**src/rtl/quick_spi_slave_pkg.sv**
```systemverilog
// Shared definitions for the quick_spi family: FSM encoding, ordering
// constants and the frame-bit to word-bit mapping used by master and slave.
package quick_spi_defs;

    typedef enum logic [1:0] {
        IDLE   = 2'd0,
        ACTIVE = 2'd1,
        DONE   = 2'd2
    } state_t;

    localparam int unsigned LITTLE_ENDIAN = 0;
    localparam int unsigned BIG_ENDIAN    = 1;
    localparam int unsigned LSB_FIRST     = 0;
    localparam int unsigned MSB_FIRST     = 1;

    // Position in a width-bit word of the k-th bit on the wire.
    function automatic int unsigned map_bit(input int unsigned k,
                                            input int unsigned width,
                                            input int unsigned bytes_order,
                                            input int unsigned bits_order);
        int unsigned b;
        int unsigned i;
        int unsigned byte_sel;
        b = k / 8;
        i = k % 8;
        byte_sel = (bytes_order == LITTLE_ENDIAN) ? b : (width / 8 - 1 - b);
        return 8 * byte_sel + ((bits_order == LSB_FIRST) ? i : (7 - i));
    endfunction

endpackage

```
**src/rtl/quick_spi_slave_if.sv**
```systemverilog
// Bus bundle between an SPI master side (pins + host data) and quick_spi_slave.
interface quick_spi_slave_if #(
    parameter int unsigned RX_DATA_WIDTH = 16,
    parameter int unsigned TX_DATA_WIDTH = 8
);
    logic                     enable;
    logic                     sclk;
    logic                     ss_n;
    logic                     mosi;
    logic                     miso;
    logic                     miso_oe;
    logic [TX_DATA_WIDTH-1:0] outgoing_data;
    logic [RX_DATA_WIDTH-1:0] incoming_data;
    logic                     incoming_valid;
    logic                     start_of_transaction;
    logic                     end_of_transaction;
    logic                     frame_error;
    logic                     busy;

    modport slave (
        input  enable, sclk, ss_n, mosi, outgoing_data,
        output miso, miso_oe, incoming_data, incoming_valid,
               start_of_transaction, end_of_transaction, frame_error, busy
    );

    modport master (
        output enable, sclk, ss_n, mosi, outgoing_data,
        input  miso, miso_oe, incoming_data, incoming_valid,
               start_of_transaction, end_of_transaction, frame_error, busy
    );

endinterface

```
**src/rtl/quick_spi_slave_sync.sv**
```systemverilog
// Two-flop synchronizer with edge pulses derived from the synchronized level.
module quick_spi_sync #(
    parameter logic RESET_VAL = 1'b0
) (
    input  logic clk,
    input  logic rst,
    input  logic din_i,
    output logic dout_o,
    output logic rise_o,
    output logic fall_o
);

    logic [2:0] sh_q;

    // Stages 0/1 synchronize, stage 2 holds the previous synchronized level.
    always_ff @(posedge clk or posedge rst) begin
        if (rst) begin
            sh_q <= {3{RESET_VAL}};
        end else begin
            sh_q <= {sh_q[1:0], din_i};
        end
    end

    assign dout_o = sh_q[1];
    assign rise_o = sh_q[1] & ~sh_q[2];
    assign fall_o = ~sh_q[1] & sh_q[2];

endmodule

```
**src/rtl/quick_spi_slave.sv**
```systemverilog
// SPI responder: oversampled sclk/ss_n/mosi, receives an RX word and sends a
// TX word per ss_n-low frame, with configurable bit/byte order and SPI mode.
module quick_spi_slave
    import quick_spi_defs::*;
#(
    parameter int unsigned RX_DATA_WIDTH = 16,
    parameter int unsigned TX_DATA_WIDTH = 8,
    parameter int unsigned BYTES_ORDER   = 0,
    parameter int unsigned BITS_ORDER    = 1,
    parameter int unsigned CPOL          = 0,
    parameter int unsigned CPHA          = 0
) (
    input logic              clk,
    input logic              reset,
    quick_spi_slave_if.slave bus
);

    localparam int unsigned RXC_W = $clog2(RX_DATA_WIDTH + 1);
    localparam int unsigned TXC_W = $clog2(TX_DATA_WIDTH + 1);
    localparam int unsigned RXI_W = $clog2(RX_DATA_WIDTH);
    localparam int unsigned TXI_W = $clog2(TX_DATA_WIDTH);

    localparam logic [RXC_W-1:0] RX_FULL = RXC_W'(RX_DATA_WIDTH);
    localparam logic [RXC_W-1:0] RX_LAST = RXC_W'(RX_DATA_WIDTH - 1);
    localparam logic [TXC_W-1:0] TX_FULL = TXC_W'(TX_DATA_WIDTH);
    localparam logic [TXI_W-1:0] TX_IDX0 =
        TXI_W'(map_bit(0, TX_DATA_WIDTH, BYTES_ORDER, BITS_ORDER));

    logic sclk_rise, sclk_fall, ss_rise, ss_fall, mosi_s;
    logic sclk_level_unused, ss_level_unused, mosi_rise_unused, mosi_fall_unused;

    quick_spi_sync #(.RESET_VAL(CPOL != 0)) u_sclk_sync (
        .clk    (clk),
        .rst    (reset),
        .din_i  (bus.sclk),
        .dout_o (sclk_level_unused),
        .rise_o (sclk_rise),
        .fall_o (sclk_fall)
    );

    // Resetting the ss_n level low means a fall can only follow an observed
    // high, so a frame already in progress at reset release is never accepted.
    quick_spi_sync #(.RESET_VAL(1'b0)) u_ss_sync (
        .clk    (clk),
        .rst    (reset),
        .din_i  (bus.ss_n),
        .dout_o (ss_level_unused),
        .rise_o (ss_rise),
        .fall_o (ss_fall)
    );

    quick_spi_sync #(.RESET_VAL(1'b0)) u_mosi_sync (
        .clk    (clk),
        .rst    (reset),
        .din_i  (bus.mosi),
        .dout_o (mosi_s),
        .rise_o (mosi_rise_unused),
        .fall_o (mosi_fall_unused)
    );

    logic lead_edge, trail_edge, sample_edge, shift_edge;

    assign lead_edge   = (CPOL == 0) ? sclk_rise : sclk_fall;
    assign trail_edge  = (CPOL == 0) ? sclk_fall : sclk_rise;
    assign sample_edge = (CPHA == 0) ? lead_edge : trail_edge;
    assign shift_edge  = (CPHA == 0) ? trail_edge : lead_edge;

    state_t                   state_q;
    logic [RX_DATA_WIDTH-1:0] rx_sh_q;
    logic [TX_DATA_WIDTH-1:0] tx_sh_q;
    logic [RXC_W-1:0]         rx_cnt_q;
    logic [TXC_W-1:0]         tx_cnt_q;
    logic                     rx_full_q;
    logic                     miso_q;
    logic                     miso_oe_q;
    logic                     busy_q;
    logic                     sot_q;
    logic                     eot_q;
    logic                     ferr_q;
    logic                     iv_q;
    logic [RX_DATA_WIDTH-1:0] incoming_data_q;

    logic [RXI_W-1:0] rx_idx_d;
    logic [TXI_W-1:0] tx_idx_d;

    // Word positions of the next RX bit to store and the next TX bit to drive.
    always_comb begin
        rx_idx_d = RXI_W'(map_bit(32'(rx_cnt_q), RX_DATA_WIDTH, BYTES_ORDER, BITS_ORDER));
        tx_idx_d = TXI_W'(map_bit(32'(tx_cnt_q), TX_DATA_WIDTH, BYTES_ORDER, BITS_ORDER));
    end

    // Frame FSM with registered outputs; tx_cnt counts bits already driven.
    always_ff @(posedge clk or posedge reset) begin
        if (reset) begin
            state_q         <= IDLE;
            rx_sh_q         <= '0;
            tx_sh_q         <= '0;
            rx_cnt_q        <= '0;
            tx_cnt_q        <= '0;
            rx_full_q       <= 1'b0;
            miso_q          <= 1'b0;
            miso_oe_q       <= 1'b0;
            busy_q          <= 1'b0;
            sot_q           <= 1'b0;
            eot_q           <= 1'b0;
            ferr_q          <= 1'b0;
            iv_q            <= 1'b0;
            incoming_data_q <= '0;
        end else begin
            sot_q     <= 1'b0;
            eot_q     <= 1'b0;
            ferr_q    <= 1'b0;
            iv_q      <= 1'b0;
            rx_full_q <= 1'b0;

            if (rx_full_q) begin
                incoming_data_q <= rx_sh_q;
                iv_q            <= 1'b1;
            end

            case (state_q)
                IDLE: begin
                    if (ss_fall && bus.enable) begin
                        tx_sh_q   <= bus.outgoing_data;
                        rx_sh_q   <= '0;
                        rx_cnt_q  <= '0;
                        miso_oe_q <= 1'b1;
                        sot_q     <= 1'b1;
                        busy_q    <= 1'b1;
                        state_q   <= ACTIVE;
                        // CPHA=1 presents bit 0 on the first leading edge instead.
                        if (CPHA == 0) begin
                            miso_q   <= bus.outgoing_data[TX_IDX0];
                            tx_cnt_q <= TXC_W'(1);
                        end else begin
                            miso_q   <= 1'b0;
                            tx_cnt_q <= '0;
                        end
                    end
                end
                ACTIVE: begin
                    if (ss_rise) begin
                        state_q <= DONE;
                    end else begin
                        if (sample_edge && (rx_cnt_q < RX_FULL)) begin
                            rx_sh_q[rx_idx_d] <= mosi_s;
                            rx_cnt_q          <= rx_cnt_q + 1'b1;
                            if (rx_cnt_q == RX_LAST) begin
                                rx_full_q <= 1'b1;
                            end
                        end
                        if (shift_edge) begin
                            if (tx_cnt_q < TX_FULL) begin
                                miso_q   <= tx_sh_q[tx_idx_d];
                                tx_cnt_q <= tx_cnt_q + 1'b1;
                            end else begin
                                miso_q <= 1'b0;
                            end
                        end
                    end
                end
                DONE: begin
                    eot_q     <= 1'b1;
                    ferr_q    <= (rx_cnt_q != '0) && (rx_cnt_q < RX_FULL);
                    miso_q    <= 1'b0;
                    miso_oe_q <= 1'b0;
                    busy_q    <= 1'b0;
                    state_q   <= IDLE;
                end
                default: state_q <= IDLE;
            endcase
        end
    end

    assign bus.miso                 = miso_q;
    assign bus.miso_oe              = miso_oe_q;
    assign bus.incoming_data        = incoming_data_q;
    assign bus.incoming_valid       = iv_q;
    assign bus.start_of_transaction = sot_q;
    assign bus.end_of_transaction   = eot_q;
    assign bus.frame_error          = ferr_q;
    assign bus.busy                 = busy_q;

endmodule
```
**src/flat_wrapper.sv**
```systemverilog
// flat-port wrapper written by rule: the top's interface ports become plain ports
module quick_spi_slave_flat import quick_spi_defs::*;
#(
    parameter int unsigned RX_DATA_WIDTH = 16,
    parameter int unsigned TX_DATA_WIDTH = 8,
    parameter int unsigned BYTES_ORDER   = 0,
    parameter int unsigned BITS_ORDER    = 1,
    parameter int unsigned CPOL          = 0,
    parameter int unsigned CPHA          = 0
)
  (clk, reset, bus_enable, bus_sclk, bus_ss_n, bus_mosi, bus_outgoing_data, bus_miso, bus_miso_oe, bus_incoming_data, bus_incoming_valid, bus_start_of_transaction, bus_end_of_transaction, bus_frame_error, bus_busy);
  quick_spi_slave_if #(.RX_DATA_WIDTH(RX_DATA_WIDTH), .TX_DATA_WIDTH(TX_DATA_WIDTH)) bus_i ();
  input logic clk;
  input logic reset;
  input wire logic [$bits(bus_i.enable)-1:0] bus_enable;
  input wire logic [$bits(bus_i.sclk)-1:0] bus_sclk;
  input wire logic [$bits(bus_i.ss_n)-1:0] bus_ss_n;
  input wire logic [$bits(bus_i.mosi)-1:0] bus_mosi;
  input wire logic [$bits(bus_i.outgoing_data)-1:0] bus_outgoing_data;
  output wire logic [$bits(bus_i.miso)-1:0] bus_miso;
  output wire logic [$bits(bus_i.miso_oe)-1:0] bus_miso_oe;
  output wire logic [$bits(bus_i.incoming_data)-1:0] bus_incoming_data;
  output wire logic [$bits(bus_i.incoming_valid)-1:0] bus_incoming_valid;
  output wire logic [$bits(bus_i.start_of_transaction)-1:0] bus_start_of_transaction;
  output wire logic [$bits(bus_i.end_of_transaction)-1:0] bus_end_of_transaction;
  output wire logic [$bits(bus_i.frame_error)-1:0] bus_frame_error;
  output wire logic [$bits(bus_i.busy)-1:0] bus_busy;
  assign bus_i.enable = bus_enable;
  assign bus_i.sclk = bus_sclk;
  assign bus_i.ss_n = bus_ss_n;
  assign bus_i.mosi = bus_mosi;
  assign bus_i.outgoing_data = bus_outgoing_data;
  assign bus_miso = bus_i.miso;
  assign bus_miso_oe = bus_i.miso_oe;
  assign bus_incoming_data = bus_i.incoming_data;
  assign bus_incoming_valid = bus_i.incoming_valid;
  assign bus_start_of_transaction = bus_i.start_of_transaction;
  assign bus_end_of_transaction = bus_i.end_of_transaction;
  assign bus_frame_error = bus_i.frame_error;
  assign bus_busy = bus_i.busy;
  quick_spi_slave #(.RX_DATA_WIDTH(RX_DATA_WIDTH), .TX_DATA_WIDTH(TX_DATA_WIDTH), .BYTES_ORDER(BYTES_ORDER), .BITS_ORDER(BITS_ORDER), .CPOL(CPOL), .CPHA(CPHA)) u_core (.clk(clk), .reset(reset), .bus(bus_i));
endmodule
```
**config.mk**
```make
export PLATFORM = sky130hd
export DESIGN_NAME = quick_spi_slave_flat
export DESIGN_NICKNAME = d
export VERILOG_FILES = /design/src/rtl/quick_spi_slave_pkg.sv /design/src/rtl/quick_spi_slave_if.sv /design/src/rtl/quick_spi_slave_sync.sv /design/src/rtl/quick_spi_slave.sv /design/src/flat_wrapper.sv
export SDC_FILE = /design/constraint.sdc
export NUM_CORES = 1
export LEC_CHECK = 0
export ABC_AREA = 1
export CORE_MARGIN = 5
export CORE_UTILIZATION = 55
export DETAILED_ROUTE_END_ITERATION = 6
export HOLD_SLACK_MARGIN = 0.08
export PLACE_DENSITY = 0.79
export SETUP_SLACK_MARGIN = 0.05
export SLEW_MARGIN = 20
export SYNTH_ARGS = -nofsm -noshare
export SYNTH_HDL_FRONTEND = slang
export SYNTH_HIERARCHICAL = 1
export SYNTH_SLANG_ARGS = --single-unit
```
**constraint.sdc**
```tcl
create_clock -name clk -period 2.23 [get_ports clk]
set_input_delay 0.446 -clock clk [delete_from_list [all_inputs] [get_ports clk]]
set_output_delay 0.446 -clock clk [all_outputs]
set_load 0.05 [all_outputs]
```
-- Yosys cells after proc, flatten, opt, wreduce, memory -nomap -nowiden
Cells that the tools add are included.
- register bits after elaboration: 66
- $add $sub $neg: 6
- equal/unequal tests: 9
- reductions and logical operators: 15
- muxes and demuxes: 37
- magnitude comparators: 5
- bitwise gates (word level): 8
- operators by type and width (operator ; count):
    $mux W16 ; 3
    $pmux W16 S2 ; 1
    $bwmux W16 ; 1
    $mux W1 ; 16
    $mux W4 ; 4
    $mux W5 ; 3
    $ne A2 B1 Y1 const B ; 5
    $pmux W5 S2 ; 1
    $pmux W4 S2 ; 1
    $reduce_and A4 Y1 ; 2
    $reduce_and A2 Y1 ; 3
    $add A5 B1 Y5 const B ; 1
    $eq A5 B4 Y1 const B ; 1
    $lt A4 B5 Y1 const B ; 1
    $lt A5 B5 Y1 const B ; 1
    $reduce_and A5 Y1 ; 1
    $reduce_bool A5 Y1 ; 1
    $add A4 B1 Y4 const B ; 1
    $add A4 B4 Y4 ; 1
    $and A1 B1 Y1 ; 4
    $demux W1 S4 ; 1
    $ge A4 B1 Y1 const B ; 1
    $logic_and A1 B1 Y1 ; 4
    $lt A3 B4 Y1 const B ; 1
    other kinds (16) ; 21

-- Longest topological paths before layout
Gate-level depths: netlist (run 1).
- depth in word-level cells: 10
- depth in mapped cells: 12
- gate-level depth less buffers: 11

-- By module
The synthesis (run 1) kept the hierarchy.
- modules (own cells, without submodules) (module ; cells an instance ; sequential area each (um^2) ; instances ; area an instance (um^2)):
    quick_spi_slave ; 302 ; 1451.4 ; 1 ; 2747.6
    quick_spi_sync ; 8 ; 75.1 ; 3 ; 93.8

-- Worst setup path before layout (run 1)
No wires, ideal clock.
- path kind: reg2reg
- from: register u_core.state_q[1]
- to: register u_core.rx_sh_q[8]
- buffers on the path: 1
- stages on the path, launching flop included: 12
- setup slack: 0.715 ns
- period minus slack after synthesis: 1.515 ns
- arrival: 1.399 ns
- required time: 2.114 ns
- cell sequence: dfrtp_1 inv_1 ha_1 inv_2 nand2_1 o21ai_4 nand2_4 inv_2 buf_2 o21ai_0 nand2_1 nand2_1
- cells in the longest elaborated chain, start to end: 3
- RTL lines (what ; line ; RTL):
    start: declaration ; quick_spi_slave.sv:68 ; state_t state_q;
    start signal: assignment ; quick_spi_slave.sv:95 ; state_q <= IDLE;
    start signal: assignment ; quick_spi_slave.sv:130 ; state_q <= ACTIVE;
    start signal: assignment ; quick_spi_slave.sv:143 ; state_q <= DONE;
    $eq A2 B1 Y1 or $logic_not A2 Y1 (tied branches) ; quick_spi_slave.sv:121 ; case (state_q)
    $ne A2 B1 Y1 (no source line), or another cell as far along ; n/a ;
    $reduce_and A4 Y1 (no source line) ; n/a ;
    end signal: indexed assignment ; quick_spi_slave.sv:146 ; rx_sh_q[rx_idx_d] <= mosi_s;
    end: declaration ; quick_spi_slave.sv:69 ; logic [RX_DATA_WIDTH-1:0] rx_sh_q;
Several ways; a longest one is shown, not always the timed one.
A chain may end at the register's enable or synchronous reset.

-- Worst setup path after layout (run 1)
- from: register u_core.busy_q (netlist: u_core/bus.busy)
- to: output port bus_busy
- RTL lines (what ; line ; RTL):
    start: declaration ; quick_spi_slave.sv:76 ; logic busy_q;
    start signal: assignment ; quick_spi_slave.sv:103 ; busy_q <= 1'b0;
    start signal: assignment ; quick_spi_slave.sv:129 ; busy_q <= 1'b1;
    start signal: assignment ; quick_spi_slave.sv:167 ; busy_q <= 1'b0;
    end: declaration ; flat_wrapper.sv:27 ; output wire logic [$bits(bus_i.busy)-1:0] bus_busy;
No word-level cell between the ends.

==> results.py, run 1 <==
metrics = {
    "run_status": {
        "status": "complete, no violations",
    },
    "critical_path": {
        "worstPathRequired_ns": 1.78,
        "r2r-end": "u_core/rx_sh_q[10]",
        "worst_setup_path_start_kind": "register",
        "path_max_fanout": 3,
        "slowest_delay_ns": 0.81,
        "worst-path-buf-inv": 1,
        "ff2ff_path_depth": 10,
        "path_class": "register to output pin",
        "endpoint_kind": "output pin",
        "crit_chain": "clkdlybuf4s50_1",
        "arrival_ns": 1.50,
        "cpMaxStageDelayCell": "clkdlybuf4s50_1",
        "cp_top_family": "buffers and inverters",
        "r2r-start": "u_core/state_q[1]",
        "rrSetupSlack_ns": 0.31,
    },
    "drt": {
        "avgRoutedWirePerCell_um": 12.8,
        "num_vias": 2208,
        "vias_per_cell": 5.09,
        "drtIter0Drc": 138,
        "routed_wl_um": 5550,
        "dr.pass1.iters": 4,
        "ant_nets": 0,
        "drc": 0,
    },
    "floorplanning": {
        "ioPinCount": 37,
        "die_area_um2": 7010,
        "rows": 26,
        "die_w_um": 83.7,
        "die_h_um": 83.7,
        "coreArea_um2": 5200,
        "start_util_pct": 57.4,
    },
    "sta": {
        "clock.fmax_mhz": 513,
        "fin_worst_skew_ns": 0.00528,
        "finalMaxSlewViolations": 0,
        "max_slew_margin_pct": 52.7,
        "hold_viol": 0,
        "worstMarginPinSlew_ns": 0.709,
        "finalSetupViolations": 0,
        "setup-tns-final_ns": 0,
        "fin_crit_ns": 1.95,
        "finalCritPeriodShare_pct": 87.5,
        "rsz0062_at_grt": "no",
    },
    "synth": {
        "netlist_instances": 321,
        "ys_warn_count": 6,
        "synth_nets": 346,
        "avgSynthCellArea_um2": 9.31,
        "synth_area_um2": 2990,
    },
    "cells_and_area": {
        "layout-drive-gt1-share_pct": 11.5,
        "final_cell_mix": "92 x nand2_1, 66 x dfrtp_1, 36 x clkdlybuf4s50_1",
        "multiInputGateArea_um2": 1160,
        "seqCellArea_um2": 1650,
        "fillCellCount": 431,
        "final_common_cell": "nand2_1",
        "area_growth_pct": 19.4,
        "nets": 388,
        "fin_util_pct": 68.6,
        "antenna_cells": 0,
    },
    "global_route": {
        "grt-ovfl-total": 0,
        "grt_pass1_wl_um": 9900,
        "grtUsageTotal_pct": 17.5,
        "grt_max_degree": 43,
        "antenna_found_initial": 0,
        "grt_pass1_vias": 2241,
    },
    "placement": {
        "io_buffers": 36,
        "post-dp-hpwl_um": 4050,
        "place_congestion": 0.847,
    },
    "worst_hold_path": {
        "worstHoldStart": "u_core/u_sclk_sync/sh_q[0]",
        "whs_path_depth": 0,
        "min_path_type": "register to register",
        "hold_end": "u_core/u_sclk_sync/sh_q[1]",
    },
    "clocking": {
        "root_buffer": "clkbuf_8",
        "post_cts_resized": 0,
        "hold_buffers": 0,
        "clock-sinks": 66,
        "numCtsBuffers": 9,
        "cts_tree": "built",
        "cts_setup_buffers": 0,
        "clk_pin_slew_ns": 0.06,
        "cts.htree.levels": 3,
        "clockBufferDepth": 2,
        "clk_latency_ns": 0.33,
    },
    "pwr": {
        "vdd_ir_drop_max_mv": 0.969,
        "power.total_w": 0.00371,
        "leakage_nw": 1.78,
        "powerDensity_nw_per_um2": 1040,
    },
    "flow_run": {
        "max_cap_violations": 0,
    },
}
-- routing by layer --
layer / wire, um / GRT usage, %
met5: 0 / 0
met1: 2440 / 21.9
met2: 2730 / 28.1
met3: 294 / 3.85
met4: 87 / 9.94
-- cell type report --
type	instances	share of cell area (%)
Sequential cell	66	46.3
Clock inverter	1	0.140
Multi-Input combinational cell	214	32.6
Inverter	33	3.47
Clock buffer	11	3.96
Tap cell	70	2.45
Timing Repair Buffer	39	11.1
-- report_power, final --
group	internal, W	switching [W]	leakage (nW)
registers	0.00139	0.000154	0.877
logic	0.000450	0.000927	0.828
clock network	0.000407	0.000383	0.0770
-- sequential cells by signal (all words and copies together), names as in the netlist, 2 cells and up --
name,count
u_core/state_q,2
u_core/u_sclk_sync/sh_q,3
u_core/tx_cnt_q,4
u_core/bus.incoming_data,16
u_core/u_mosi_sync/sh_q,2
u_core/rx_sh_q,16
u_core/u_ss_sync/sh_q,3
u_core/rx_cnt_q,5
u_core/tx_sh_q,8
-- through the flow --
step / area (um^2) / hold slack [ns] / cells / worst slack (ns)
after floorplan: 2990 / 0.187 / 321 / 0.356
after global placement: 3420 / 0.335 / 422 / 0.313
after detailed placement: 3420 / 0.339 / 422 / 0.256
after CTS: 3570 / 0.352 / 434 / 0.251
after global routing: 3570 / 0.355 / 434 / 0.128
final: 3570 / 0.348 / 434 / 0.279
-- how the worst max path moves through the flow --
stage	slack, ns	cells past startpoint	endpoint	from
3_5_place_dp	0.26	10	u_core/rx_sh_q[8]	bus_enable
5_1_grt	0.13	9	u_core/rx_sh_q[5]	u_core/state_q[1]
3_3_place_gp	0.31	10	u_core/rx_sh_q[3]	bus_enable
6_report	0.28	1	bus_busy	u_core/bus.busy
2_1_floorplan	0.36	1	u_core/bus.busy	reset
4_1_cts	0.25	1	bus_busy	u_core/bus.busy
Note: power is estimated with default switching activity, not from simulation.
==> inputs of run 2 (changes only) <==
--- a/config.mk
+++ b/config.mk
@@ -6,7 +6,7 @@
 export NUM_CORES = 1
 export LEC_CHECK = 0
 export ABC_AREA = 1
-export CORE_MARGIN = 5
+export CORE_MARGIN = 1
 export CORE_UTILIZATION = 55
 export DETAILED_ROUTE_END_ITERATION = 6
 export HOLD_SLACK_MARGIN = 0.08
==> results.py, run 2 (synthesis gave the netlist of run 1 again) <==
metrics = {
    "sta": {
        "fin_crit_ns": 1.95,
        "fin_worst_skew_ns": 0.00653,
        "hold_viol": 0,
        "setup-tns-final_ns": 0,
        "finalCritPeriodShare_pct": 87.3,
        "finalSetupViolations": 0,
        "clock.fmax_mhz": 514,
        "finalMaxSlewViolations": 0,
        "max_slew_margin_pct": 54.8,
        "worstMarginPinSlew_ns": 0.678,
        "rsz0062_at_grt": "no",
    },
    "drt": {
        "dr.pass1.iters": 4,
        "drc": 0,
        "drtIter0Drc": 142,
        "ant_nets": 0,
        "vias_per_cell": 4.98,
        "routed_wl_um": 5410,
        "num_vias": 2182,
        "avgRoutedWirePerCell_um": 12.4,
    },
    "floorplanning": {
        "die_h_um": 75.7,
        "coreArea_um2": 5170,
        "start_util_pct": 57.8,
        "ioPinCount": 37,
        "rows": 26,
        "die_w_um": 75.7,
        "die_area_um2": 5730,
    },
    "critical_path": {
        "worst-path-buf-inv": 1,
        "endpoint_kind": "output pin",
        "path_class": "register to output pin",
        "critPathLaunch": "u_core/bus.busy",
        "crit_chain": "clkdlybuf4s50_1",
        "cpMaxStageDelayCell": "clkdlybuf4s50_1",
        "ff2ff_path_depth": 9,
        "setup.worst_path.end": "bus_busy",
        "r2r-end": "u_core/rx_sh_q[11]",
        "worst_setup_path_start_kind": "register",
        "r2r-start": "u_core/state_q[1]",
        "path_max_fanout": 3,
        "slowest_delay_ns": 0.81,
        "cp_top_family": "buffers and inverters",
        "cp.depth": 1,
        "arrival_ns": 1.50,
        "worstPathRequired_ns": 1.78,
        "rrSetupSlack_ns": 0.30,
    },
    "global_route": {
        "grt_max_degree": 40,
        "grt-ovfl-total": 0,
        "antenna_found_initial": 0,
        "grtUsageTotal_pct": 22.0,
        "grt_pass1_wl_um": 9290,
        "grt_pass1_vias": 2102,
    },
    "clocking": {
        "clk_pin_slew_ns": 0.06,
        "numCtsBuffers": 9,
        "root_buffer": "clkbuf_8",
        "post_cts_resized": 0,
        "cts_setup_buffers": 0,
        "cts_tree": "built",
        "clockBufferDepth": 2,
        "hold_buffers": 0,
        "clk_latency_ns": 0.34,
        "clock-sinks": 66,
        "cts.htree.levels": 3,
    },
    "placement": {
        "post-dp-hpwl_um": 3770,
        "place_congestion": 0.826,
        "post-place-cells": 423,
        "io_buffers": 36,
    },
    "worst_hold_path": {
        "min_path_type": "register to register",
    },
    "cells_and_area": {
        "final_common_cell": "nand2_1",
        "final_cell_mix": "92 x nand2_1, 66 x dfrtp_1, 36 x clkdlybuf4s50_1",
        "layout-drive-gt1-share_pct": 12.5,
        "instances_no_fill": 438,
        "antenna_cells": 0,
        "area_growth_pct": 21.2,
        "nets": 389,
    },
    "pwr": {
        "leakage_nw": 1.81,
        "vdd_ir_drop_max_mv": 0.841,
        "powerDensity_nw_per_um2": 1080,
        "power.total_w": 0.00393,
    },
    "run_status": {
        "status": "complete, no violations",
    },
    "flow_run": {
        "max_cap_violations": 0,
    },
}
## run 2: cell types whose count changed in the layout (fill, tap and decap cells not counted)
| cell | delta |
|---|---|
| buf_4 | +2 |
| buf_12 | -1 |
| bufinv_16 | +1 |
| clkbuf_8 | +2 |
## run 2: metal layers
| layer | routed length [um] | share of wire [%] | vias up | track usage, % |
|---|---|---|---|---|
| met2 | 2530 | 47 | 38 | 35.2 |
| met1 | 2630 | 49 | 1032 | 29.2 |
| met4 | 73 | 1.3 | 0 | 9.05 |
| li1 | - | - | 1104 | - |
| met3 | 185 | 3.4 | 8 | 4.89 |
| met5 | 0 | 0 | - | 0 |
## run 2: layout make-up
class | count | area (um^2)
Inverter | 33 | 124
Sequential cell | 66 | 1650
Timing Repair Buffer | 40 | 390
Fill cell | 393 | 1550
Multi-Input combinational cell | 214 | 1160
Clock inverter | 2 | 35.0
Tap cell | 70 | 87.6
Clock buffer | 13 | 169
## run 2: report_power, final
part,switching [W],leakage [nW],internal (W)
Combinational,0.000914,0.828,0.000449
Sequential,0.000153,0.877,0.00139
Clock,0.000421,0.106,0.000601
Total,0.00149,1.81,0.00244
## run 2: worst min path at each step
| stage | from | depth (start not counted) | end | slack, ns |
|---|---|---|---|---|
| 6_report | u_core/u_sclk_sync/sh_q[0] | 0 | u_core/u_sclk_sync/sh_q[1] | 0.35 |
| 5_1_grt | u_core/u_sclk_sync/sh_q[0] | 0 | u_core/u_sclk_sync/sh_q[1] | 0.37 |
| 4_1_cts | u_core/u_sclk_sync/sh_q[0] | 0 | u_core/u_sclk_sync/sh_q[1] | 0.35 |
| 3_5_place_dp | u_core/u_ss_sync/sh_q[0] | 0 | u_core/u_ss_sync/sh_q[1] | 0.34 |
| 3_3_place_gp | u_core/u_mosi_sync/sh_q[0] | 0 | u_core/u_mosi_sync/sh_q[1] | 0.33 |
| 2_1_floorplan | reset | 1 | u_core/u_mosi_sync/sh_q[0] | 0.19 |
## run 2: through the flow
| stage | worst slack [ns] | hold WS, ns | cell area [um^2] | utilization, % |
|---|---|---|---|---|
| floorplan | 0.356 | 0.187 | 2990 | - |
| global placement | 0.309 | 0.333 | 3420 | 66.1 |
| detailed placement | 0.258 | 0.336 | 3420 | 66.1 |
| CTS | 0.263 | 0.355 | 3620 | 70.0 |
| global route | 0.0790 | 0.367 | 3620 | 70.0 |
| finish | 0.284 | 0.350 | 3620 | 70.0 |
